[config.mk]
export PLATFORM = sky130hd
export DESIGN_NAME = vram_arbiter
export DESIGN_NICKNAME = d
export VERILOG_FILES = /design/src/rtl/vram_arbiter.sv
export SDC_FILE = /design/constraint.sdc
export NUM_CORES = 1
export LEC_CHECK = 0
export BUFFER_PORTS_ARGS = -buffer_cell sky130_fd_sc_hd__buf_2
export CAP_MARGIN = 20
export CORE_MARGIN = 4
export CORE_UTILIZATION = 50
export CTS_CLUSTER_DIAMETER = 200
export DETAILED_ROUTE_END_ITERATION = 8
export PLACE_DENSITY = 0.81
export SLEW_MARGIN = 20
export SYNTH_ARGS = -nofsm -noshare
export SYNTH_HDL_FRONTEND = slang
export SYNTH_SLANG_ARGS = --single-unit
[constraint.sdc]
create_clock -name clock -period 4.1 [get_ports clock]
set_input_delay 1.025 -clock clock [delete_from_list [all_inputs] [get_ports clock]]
set_output_delay 1.025 -clock clock [all_outputs]
set_load 0.02 [all_outputs]
[src/rtl/vram_arbiter.sv]
// vram_arbiter: shares a single-port 128 KiB video SRAM between the scanout
// path and the CPU bus.
//
// Scanout fetches are triggered whenever videoAddress differs from the last
// fetched address, and they have priority over the CPU. The CPU is served in
// the gaps. After STARVE_LIMIT video grants in a row while the CPU waits, the
// CPU is forced in ahead of the next video fetch.
//
// Ports:
//   clock, reset        system clock (2x pixel clock); synchronous active-high reset
//   videoAddress        scanout byte address
//   videoData           latched pixel byte
//   videoDataReady      one-clock pulse when videoData is updated
//   cpuRequest          CPU request, held until cpuAck
//   cpuWrite            1 = write, 0 = read; sampled with cpuRequest
//   cpuAddress          CPU byte address
//   cpuWriteData        CPU write byte
//   cpuReadData         CPU read byte, valid while cpuAck = 1
//   cpuAck              one-clock completion pulse
//   memAddress          SRAM address
//   memWriteData        SRAM write data
//   memReadData         SRAM read data
//   memWriteEnable      active-high SRAM write strobe
//   memOutputEnable     active-high SRAM read enable
//
// Optional build macro VRAM_ARB_STATS_EN adds the outputs:
//   cpuStallCycles      saturating count of clocks the CPU waits
//   videoLateCount      saturating count of scanout addresses that were missed
module vram_arbiter #(
  parameter int ADDR_W       = 17,
  parameter int MEM_LATENCY  = 1,
  parameter int STARVE_LIMIT = 4
) (
  input  logic              clock,
  input  logic              reset,
  input  logic [ADDR_W-1:0] videoAddress,
  output logic [7:0]        videoData,
  output logic              videoDataReady,
  input  logic              cpuRequest,
  input  logic              cpuWrite,
  input  logic [ADDR_W-1:0] cpuAddress,
  input  logic [7:0]        cpuWriteData,
  output logic [7:0]        cpuReadData,
  output logic              cpuAck,
  output logic [ADDR_W-1:0] memAddress,
  output logic [7:0]        memWriteData,
  input  logic [7:0]        memReadData,
  output logic              memWriteEnable,
  output logic              memOutputEnable
`ifdef VRAM_ARB_STATS_EN
  ,
  output logic [15:0]       cpuStallCycles,
  output logic [15:0]       videoLateCount
`endif
);

  typedef enum logic [2:0] {IDLE, VREAD, CREAD, CWRITE, CACK} state_t;

  localparam int LAT_W    = (MEM_LATENCY > 1) ? $clog2(MEM_LATENCY) : 1;
  localparam int STARVE_W = (STARVE_LIMIT < 1) ? 1 : $clog2(STARVE_LIMIT + 1);
  localparam logic [LAT_W-1:0]    LAT_LAST  = LAT_W'(MEM_LATENCY - 1);
  localparam logic [STARVE_W-1:0] STARVE_MAX = STARVE_W'(STARVE_LIMIT);

  state_t              state, state_nxt;
  logic [LAT_W-1:0]    lat_cnt;
  logic [STARVE_W-1:0] starve_cnt;
  logic [ADDR_W-1:0]   last_video_address;

  // Pending is a level: it stays set until the current address is granted,
  // and any later change re-arms it, so only the newest address is fetched.
  logic video_pending;
  logic cpu_forced;
  logic grant_video;
  logic grant_cpu;
  logic mem_done;

  assign video_pending = (videoAddress != last_video_address);
  assign cpu_forced    = cpuRequest && (starve_cnt == STARVE_MAX);
  assign grant_video   = (state == IDLE) && video_pending && !cpu_forced;
  assign grant_cpu     = (state == IDLE) && !grant_video && cpuRequest;
  assign mem_done      = (lat_cnt == LAT_LAST);

  always_comb begin
    // NOTE: every signal driven here gets a default first, so no path through the case infers a latch.
    state_nxt       = state;
    memOutputEnable = 1'b0;
    memWriteEnable  = 1'b0;
    cpuAck          = 1'b0;
    unique case (state)
      IDLE: begin
        if (grant_video)    state_nxt = VREAD;
        else if (grant_cpu) state_nxt = cpuWrite ? CWRITE : CREAD;
      end
      VREAD: begin
        memOutputEnable = 1'b1;
        if (mem_done) state_nxt = IDLE;
      end
      CREAD: begin
        memOutputEnable = 1'b1;
        if (mem_done) state_nxt = CACK;
      end
      CWRITE: begin
        memWriteEnable = 1'b1;
        state_nxt      = CACK;
      end
      CACK: begin
        cpuAck    = 1'b1;
        state_nxt = IDLE;
      end
      default: state_nxt = IDLE;
    endcase
  end

  // NOTE: state registers use non-blocking assignments so every flop samples pre-edge values.
  always_ff @(posedge clock) begin
    if (reset) begin
      state              <= IDLE;
      lat_cnt            <= '0;
      starve_cnt         <= '0;
      last_video_address <= '1;
      memAddress         <= '0;
      memWriteData       <= '0;
      videoData          <= '0;
      videoDataReady     <= 1'b0;
      cpuReadData        <= '0;
    end else begin
      state          <= state_nxt;
      videoDataReady <= 1'b0;

      // Counts completed read-enable clocks within one access.
      if (memOutputEnable && !mem_done) lat_cnt <= lat_cnt + 1'b1;
      else                              lat_cnt <= '0;

      if (grant_video) begin
        memAddress         <= videoAddress;
        last_video_address <= videoAddress;
        if (cpuRequest) starve_cnt <= starve_cnt + 1'b1;
      end else if (grant_cpu) begin
        memAddress   <= cpuAddress;
        memWriteData <= cpuWriteData;
        starve_cnt   <= '0;
      end

      if (state == VREAD && mem_done) begin
        videoData      <= memReadData;
        videoDataReady <= 1'b1;
      end
      if (state == CREAD && mem_done) cpuReadData <= memReadData;
    end
  end

`ifdef VRAM_ARB_STATS_EN
  logic [ADDR_W-1:0] prev_video_address;
  logic              video_changed;
  logic              video_late;
  logic              cpu_stalled;

  // A change is late when the address it replaces was still unfetched.
  assign video_changed = (videoAddress != prev_video_address);
  assign video_late    = video_changed && (prev_video_address != last_video_address);
  assign cpu_stalled   = cpuRequest && (state == IDLE || state == VREAD);

  always_ff @(posedge clock) begin
    if (reset) begin
      prev_video_address <= '1;
      cpuStallCycles     <= '0;
      videoLateCount     <= '0;
    end else begin
      prev_video_address <= videoAddress;
      if (cpu_stalled && cpuStallCycles != 16'hFFFF) cpuStallCycles <= cpuStallCycles + 16'd1;
      if (video_late && videoLateCount != 16'hFFFF) videoLateCount <= videoLateCount + 16'd1;
    end
  end
`endif

endmodule
# Word level (Yosys, flattened, before mapping)
# Cells that the tools add are included.
# word_totals
input_bits	54
out_inout_bits	45
wordCells	56
ff_bits	66
# op_classes
mux	15
n_reduce_logical	17
bitwise_logic	3
n_addsub	2
eq_ne	10
# op_table
operator	count
$mux 17	2
$mux 3	7
$ne 17x17->1	1
$pmux 3 s4	1
$logic_and 1x1->1	8
$eq 3x2->1 const B	2
$eq 3x3->1 const B	2
$ne 2x2->1 const B	3
$mux 1	5
$reduce_and 2->1	2
$reduce_or 2->1	2
$add 3x1->3 const B	1
$eq 3x1->1 const B	1
$logic_not 3->1	1
$ne 3x3->1 const B	1
$not 1->1	3
$reduce_and 3->1	1
$logic_not 1->1	2
$reduce_bool 2->1	1
$add 1x1->1 const B	1

# Longest topological paths before layout
# Gate-level depths: netlist of run 1.
# logic_depth
word_depth	10
mapped_depth	8
ltp_nobuf	6

# Worst setup path after synthesis of run 1
# No wires, ideal clock.
# synth_path
kind	input to register
start	input videoAddress[12]
end	register last_video_address[0]
required_ps	4028
t_arrival_ps	2234
path_slack_ps	1795
path_buffers	2
cell_stages	7
setup_ps	72
path_cell_list	xnor2_1 nand4_1 nor3_4 a21o_4 buf_8 buf_12 mux2i_1
# synth_between
elab_chain_cells	3
# synth_rtl
element	line_no	rtl
start, declared	36	input logic [ADDR_W-1:0] videoAddress,
$ne 17x17->1	77	assign video_pending = (videoAddress != last_video_address);
$logic_and 1x1->1 (2 in series)	79	assign grant_video = (state == IDLE) && video_pending && !cpu_forced;
end signal, assigned	136	last_video_address <= videoAddress;
end, declared	67	logic [ADDR_W-1:0] last_video_address;
# Every way passes these cells.
# A chain may end at the register's enable or synchronous reset.

# Final worst setup path of run 1
# layout_path
start	input cpuRequest
end	register memWriteData[3]
# layout_between
elab_chain_cells	7
word_cells_on_any_way	8
classes_between	bitwise (1); reduce/logical (7)
# layout_rtl
element	line_no	rtl
start, declared	39	input logic cpuRequest,
$logic_and 1x1->1	78	assign cpu_forced = cpuRequest && (starve_cnt == STARVE_MAX);
$logic_not 1->1	79	
$logic_and 1x1->1	79	
$logic_not 1->1	80	assign grant_cpu = (state == IDLE) && !grant_video && cpuRequest;
$logic_and 1x1->1 (2 in series)	80	
$reduce_and 2->1 (no line) *	n/a	
end signal, assigned	140	memWriteData <= cpuWriteData;
end, declared	46	output logic [7:0] memWriteData,
# Mark *: on every way between the ends. The rest lies on a longest branch, timed or not.

==> results of run 1 <==
cells in the mapped netlist, types with 3 or more instances:
| cell type | number | area share (%) |
|---|---|---|
| a211oi_1 | 28 | 6.8 |
| a211oi_2 | 6 | 2.4 |
| nand2_1 | 37 | 4.5 |
| buf_2 | 3 | 0.49 |
| buf_4 | 4 | 0.97 |
| mux2i_1 | 42 | 14 |
| inv_1 | 4 | 0.49 |
| nor2_1 | 41 | 5.0 |
| dfxtp_1 | 66 | 43 |
| nand2b_1 | 18 | 3.6 |
| xnor2_1 | 16 | 4.5 |
| a21oi_1 | 17 | 2.8 |
| clkbuf_1 | 12 | 1.5 |
| nand4_1 | 3 | 0.61 |
layer usage:
metal / global-route usage, % / up-vias / routed length [um]
li1: - / 1325 / -
met1: 22.7 / 1225 / 2910
met2: 31.9 / 80 / 3450
met3: 5.23 / 17 / 501
met4: 8.78 / 0 / 165
met5: 0 / - / 0
state kept, by name, summed over array words and instances (netlist names):
register,cells
last_video_address,17
cpuReadData,8
videoDataReady,1
memAddress,17
state,3
memWriteData,8
videoData,8
lat_cnt,1
starve_cnt,3
kinds of logic after synthesis:
kind of cell | Yosys count
fa+ha+maj | 2
buf+inv | 27
compound gates | 59
xor+xnor | 18
simple gates | 116
flops | 66
other cells | 1
mux | 42
where the power goes:
group | switching [mW] | internal [mW] | leakage [nW]
Clock | 0.239 | 0.211 | 0.0806
Sequential | 0.0377 | 0.702 | 0.543
Combinational | 0.213 | 0.151 | 0.984
Total | 0.490 | 1.06 | 1.61
final timing paths:
| path | start | end | slack (ps) | cells after the start |
|---|---|---|---|---|
| min | cpuReadData[5]$_SDFFE_PP0P_ | cpuReadData[5]$_SDFFE_PP0P_ | 450 | 2 |
| max | cpuRequest | memWriteData[3]$_SDFFE_PP0P_ | 1650 | 5 |
| min reg2reg | cpuReadData[5]$_SDFFE_PP0P_ | cpuReadData[5]$_SDFFE_PP0P_ | 450 | 2 |
| max reg2reg | state[0]$_SDFFE_PP0P_ | memWriteData[3]$_SDFFE_PP0P_ | 1750 | 5 |
layout make-up:
type                            count  area share (%)
Clock buffer                        9            3.33
Clock inverter                      6           0.941
Inverter                            4           0.403
Multi-Input combinational cell    238            43.1
Sequential cell                    66            35.5
Tap cell                           75            2.52
Timing Repair Buffer              103            14.2
per-stage QoR:
step,std cells,setup WS [ps],hold WS [ps]
6_report,501,1650,452
5_1_grt,501,1490,490
2_1_floorplan,331,1790,442
3_3_place_gp,486,1340,439
4_1_cts,501,1630,455
3_5_place_dp,486,1280,445
critical path, stage by stage:
cell and delay, ps:
buf_2 120, and2_1 520, buf_4 330, a22o_1 490
mux2i_1 240
==> results.yml, run 1 <==
status:
  outcome: "completed"
synthesis:
  synth_xor_area_share_pct: 5.11
  synthAdderAreaFrac_pct: 0.810
  synthSimpleGateAreaFrac_pct: 18.2
  ys_ff_latch: 66
  ys_seq_area_share_pct: 42.8
  yosysWarnings: 0
  synth_cells: 331
  async_flop_share_pct: 0
  synth.area.mux_share_pct: 13.6
  ys.flop_type: "dfxtp_1"
  synth_edf_count: 0
  synth_nets: 387
  netlist_area_mm2: 0.00309
  synth_top_family_by_area: "simple AND/OR/NAND/NOR gates"
  synth_compound_area_share_pct: 14.1
  syn_area_per_cell_um2: 9.33
  ys_types: 40
sta:
  skew_ps: 4.67
  rsz0062_at_grt: "no"
  setup_violations: 0
  finalCriticalPeriod_ps: 2450
  tns_ps: 0
  relSlewSlack_pct: 42.4
  tightest_slew_ps: 857
  drv_slew: 0
  hold_violations: 0
  finalCritPeriodShare_pct: 59.8
  fmax_ghz: 0.408
clocking:
  postCtsHoldBufs: 0
  clk_latency_ps: 340
  cts_resized: 0
  htree_levels: 3
  root_buffer: "clkbuf_8"
  max-clock-path-buffers: 2
  post_cts_buffers: 0
  cts_buffers: 9
  clkSinkCount: 66
  path_clk_slew_ps: 70
  cts_tree: "built"
layout:
  layout_common_cells: "buf_2, dfxtp_1, mux2i_1"
  regArea_mm2: 0.00132
  syn_to_final_growth_pct: 20.5
  multi_input_area_mm2: 0.00160
  nNetsFinal: 478
  n_antenna_cell: 0
  finish.utilization_pct: 62.5
  fin_area_mm2: 0.00372
  n_fill_cell: 536
  drive_above_1_share_pct: 30.5
  mostFrequentLayoutCell: "buf_2"
die:
  core-area_mm2: 0.00596
  dieArea_mm2: 0.00750
  row_count: 28
  io_pins: 99
  die-width_um: 86.6
  fp.dieH_um: 86.6
  initial_core_util_pct: 51.8
route:
  finalWirelength_mm: 7.03
  viasPerCell: 5.28
  first_iter_violations: 86
  wire_per_inst_um: 14.0
  vias: 2647
  ant_nets: 0
  drc: 0
  first_pass_iters: 4
grt:
  antenna_found_initial: 0
  grt_pass1_wl_mm: 11.3
  overflow: 0
  grt_pass1_vias: 2510
  grt_use_total_pct: 19.1
  grt_max_degree: 54
power_and_ir_drop:
  finalPower_mw: 1.55
  vdd_drop_max_v: 0.000249
  powerDensity_mw_per_mm2: 417
  p_leak_nw: 1.61
worst_setup_path:
  end_kind: "flip-flop"
  critPathKind: "in -> reg"
  cp-start-kind: "input pin"
  path_max_fanout: 12
  crit_arrival_ps: 2710
  cp_data_required_time_ps: 4360
placement:
  io_buffers: 98
  dp_hpwl_mm: 5.14
  detailed_place.area_mm2: 0.00356
  gp_congestion: 0.808
flow_run:
  drv_cap: 0
min_path:
  min_path_type: "reg -> reg"
Note: power is estimated with default switching activity, not from simulation.
==> run 2, diff against run 1 <==
ABC_AREA = 1   (was not set)
clock period = 2.52 ns   (was 4.1 ns; I/O delays follow)
==> results.yml, run 2 <==
status:
  outcome: "completed"
clocking:
  clkSinkCount: 66
  cts_buffers: 9
  cts_resized: 0
  root_buffer: "clkbuf_8"
  postCtsHoldBufs: 0
  path_clk_slew_ps: 70
  htree_levels: 3
  cts_tree: "built"
  post_cts_buffers: 0
  max-clock-path-buffers: 2
  clk_latency_ps: 340
worst_setup_path:
  reg2reg_from: "state[1]$_SDFFE_PP0P_"
  critPathKind: "reg -> out"
  cp-start-kind: "flip-flop"
  crit_arrival_ps: 1400
  end_kind: "primary output"
  reg2reg_depth: 9
  critPathSlowestCell: "dfxtp_1"
  slowest_delay_ps: 360
  path_cells: "inv_1 > nor2_1 > inv_1 > nor2_1 > inv_1 > nand2_1 > buf_2"
  r2r_slack_ps: 690
  cp_data_required_time_ps: 1890
  r2r_end: "cpuReadData[3]$_SDFFE_PP0P_"
  cpMostUsedCell: "inv_1"
  path_max_fanout: 3
die:
  fp.dieH_um: 85.9
  die-width_um: 85.9
  initial_core_util_pct: 51.3
  core-area_mm2: 0.00592
  dieArea_mm2: 0.00738
  io_pins: 99
  row_count: 28
grt:
  grt_pass1_vias: 2782
  overflow: 0
  grt_max_degree: 41
  grt_pass1_wl_mm: 12.5
  grt_use_total_pct: 21.2
  antenna_found_initial: 0
sta:
  setup_violations: 0
  relSlewSlack_pct: 64.9
  tightest_slew_ps: 525
  fmax_ghz: 0.492
  rsz0062_at_grt: "no"
  tns_ps: 0
  skew_ps: 8.05
  finalCritPeriodShare_pct: 80.7
  drv_slew: 0
  hold_violations: 0
  finalCriticalPeriod_ps: 2030
min_path:
  hold_depth: 2
  hold_end: "memWriteData[1]$_SDFFE_PP0P_"
  hold_path.startpoint: "memWriteData[1]$_SDFFE_PP0P_"
  min_path_type: "reg -> reg"
layout:
  mostFrequentLayoutCell: "buf_2"
  multi_input_area_mm2: 0.00139
  layout_common_cells: "buf_2, nand2_1, nand3_1"
  n_fill_cell: 528
  nNetsFinal: 565
  final_cells: 589
  regArea_mm2: 0.00132
  n_antenna_cell: 0
  syn_to_final_growth_pct: 24.3
  drive_above_1_share_pct: 28.0
  finish.utilization_pct: 63.8
  reg_top3: "last_video_address x17, memAddress x17"
route:
  wire_per_inst_um: 12.6
  ant_nets: 0
  finalWirelength_mm: 7.44
  vias: 2927
  drc: 0
  first_iter_violations: 168
  first_pass_iters: 4
  viasPerCell: 4.97
synthesis:
  ys_types: 30
  yosysWarnings: 0
  synth_top_cell_by_area: "dfxtp_1"
  ys.flop_type: "dfxtp_1"
  synth_xor_area_share_pct: 2.02
  synth_nets: 465
  async_flop_share_pct: 0
  synthAdderAreaFrac_pct: 0.824
  synth.most_common_cell: "nand2_1"
  ys_seq_area_share_pct: 43.5
  netlist_top_cells_count: "nand2_1, nand3_1, dfxtp_1, nor2_1, inv_1"
  synth_cells: 409
  netlist_area_mm2: 0.00304
  yosys.area.top_type_share_pct: 43.5
  synthSimpleGateAreaFrac_pct: 34.3
  synth_edf_count: 0
  synth.area.mux_share_pct: 0
  synthTopCellsByArea: "dfxtp_1, nand3_1, nand2_1, nor2_1, inv_1"
  synth_top_family_by_area: "simple AND/OR/NAND/NOR gates"
  syn_area_per_cell_um2: 7.42
  synth_compound_area_share_pct: 8.36
  ys_ff_latch: 66
placement:
  gp_congestion: 0.804
  io_buffers: 98
  dp_hpwl_mm: 5.49
  dpl.cell_count: 573
flow_run:
  drv_cap: 0
power_and_ir_drop:
  p_leak_nw: 2.05
  vdd_drop_max_v: 0.000458
  powerDensity_mw_per_mm2: 843
run 2: changes by cell type after synthesis, sizes merged, moves of 10 or more:
cell and change:
a21oi -14, mux2i -42, nand3 +79, nand2b -18, o211ai +10, nor2 +25
o21ai +23, a211oi -34, nand2 +34, inv +47
run 2: cells by family after synthesis:
| family | count (synthesis) |
|---|---|
| compound gates | 40 |
| xor+xnor | 7 |
| fa+ha+maj | 2 |
| buf+inv | 71 |
| flops | 66 |
| other cells | 1 |
| simple gates | 222 |
run 2: worst max path at each step:
stage / startpoint / end
2_1_floorplan: videoAddress[13] / state[2]$_SDFFE_PP0P_
3_3_place_gp: videoAddress[16] / memAddress[0]$_SDFFE_PP0P_
3_5_place_dp: videoAddress[16] / memAddress[0]$_SDFFE_PP0P_
4_1_cts: state[1]$_SDFFE_PP0P_ / memOutputEnable
5_1_grt: state[1]$_SDFFE_PP0P_ / memOutputEnable
6_report: state[1]$_SDFFE_PP0P_ / memOutputEnable
run 2: per-stage QoR:
stage	setup WS (ps)	hold WS [ps]	total power, mW	instance area, um2
finish	487	479	3.18	3770
global route	361	503	3.39	3770
CTS	475	485	3.21	3770
detailed placement	364	466	2.24	3560
global placement	411	460	2.21	3560
floorplan	839	449	2.01	3040
run 2: routing by layer:
metal | global-route usage (%) | vias up | routed length, um
met1 | 24.8 | 1308 | 3120
met2 | 35.5 | 100 | 3510
met4 | 8.78 | 0 | 113
li1 | - | 1508 | -
met3 | 6.92 | 11 | 692
met5 | 0 | - | 0
run 2: critical path: cells and delay by family (launching register included):
family	cells	cell delay (ps)
buf+inv	4	380
flops	1	360
simple gates	3	340
run 2: cell type report:
class                      instances  area share (%)
clock buffer                       9            3.28
clock inverter                     7            2.49
tap                               75            2.49
multi-input combinational        272            36.8
inverter                          54            5.40
timing repair buffer             106            14.6
sequential                        66            35.0
run 2: where the power goes:
group	internal [mW]	switching, mW
clock network	0.555	0.415
logic	0.324	0.607
registers	1.20	0.0825
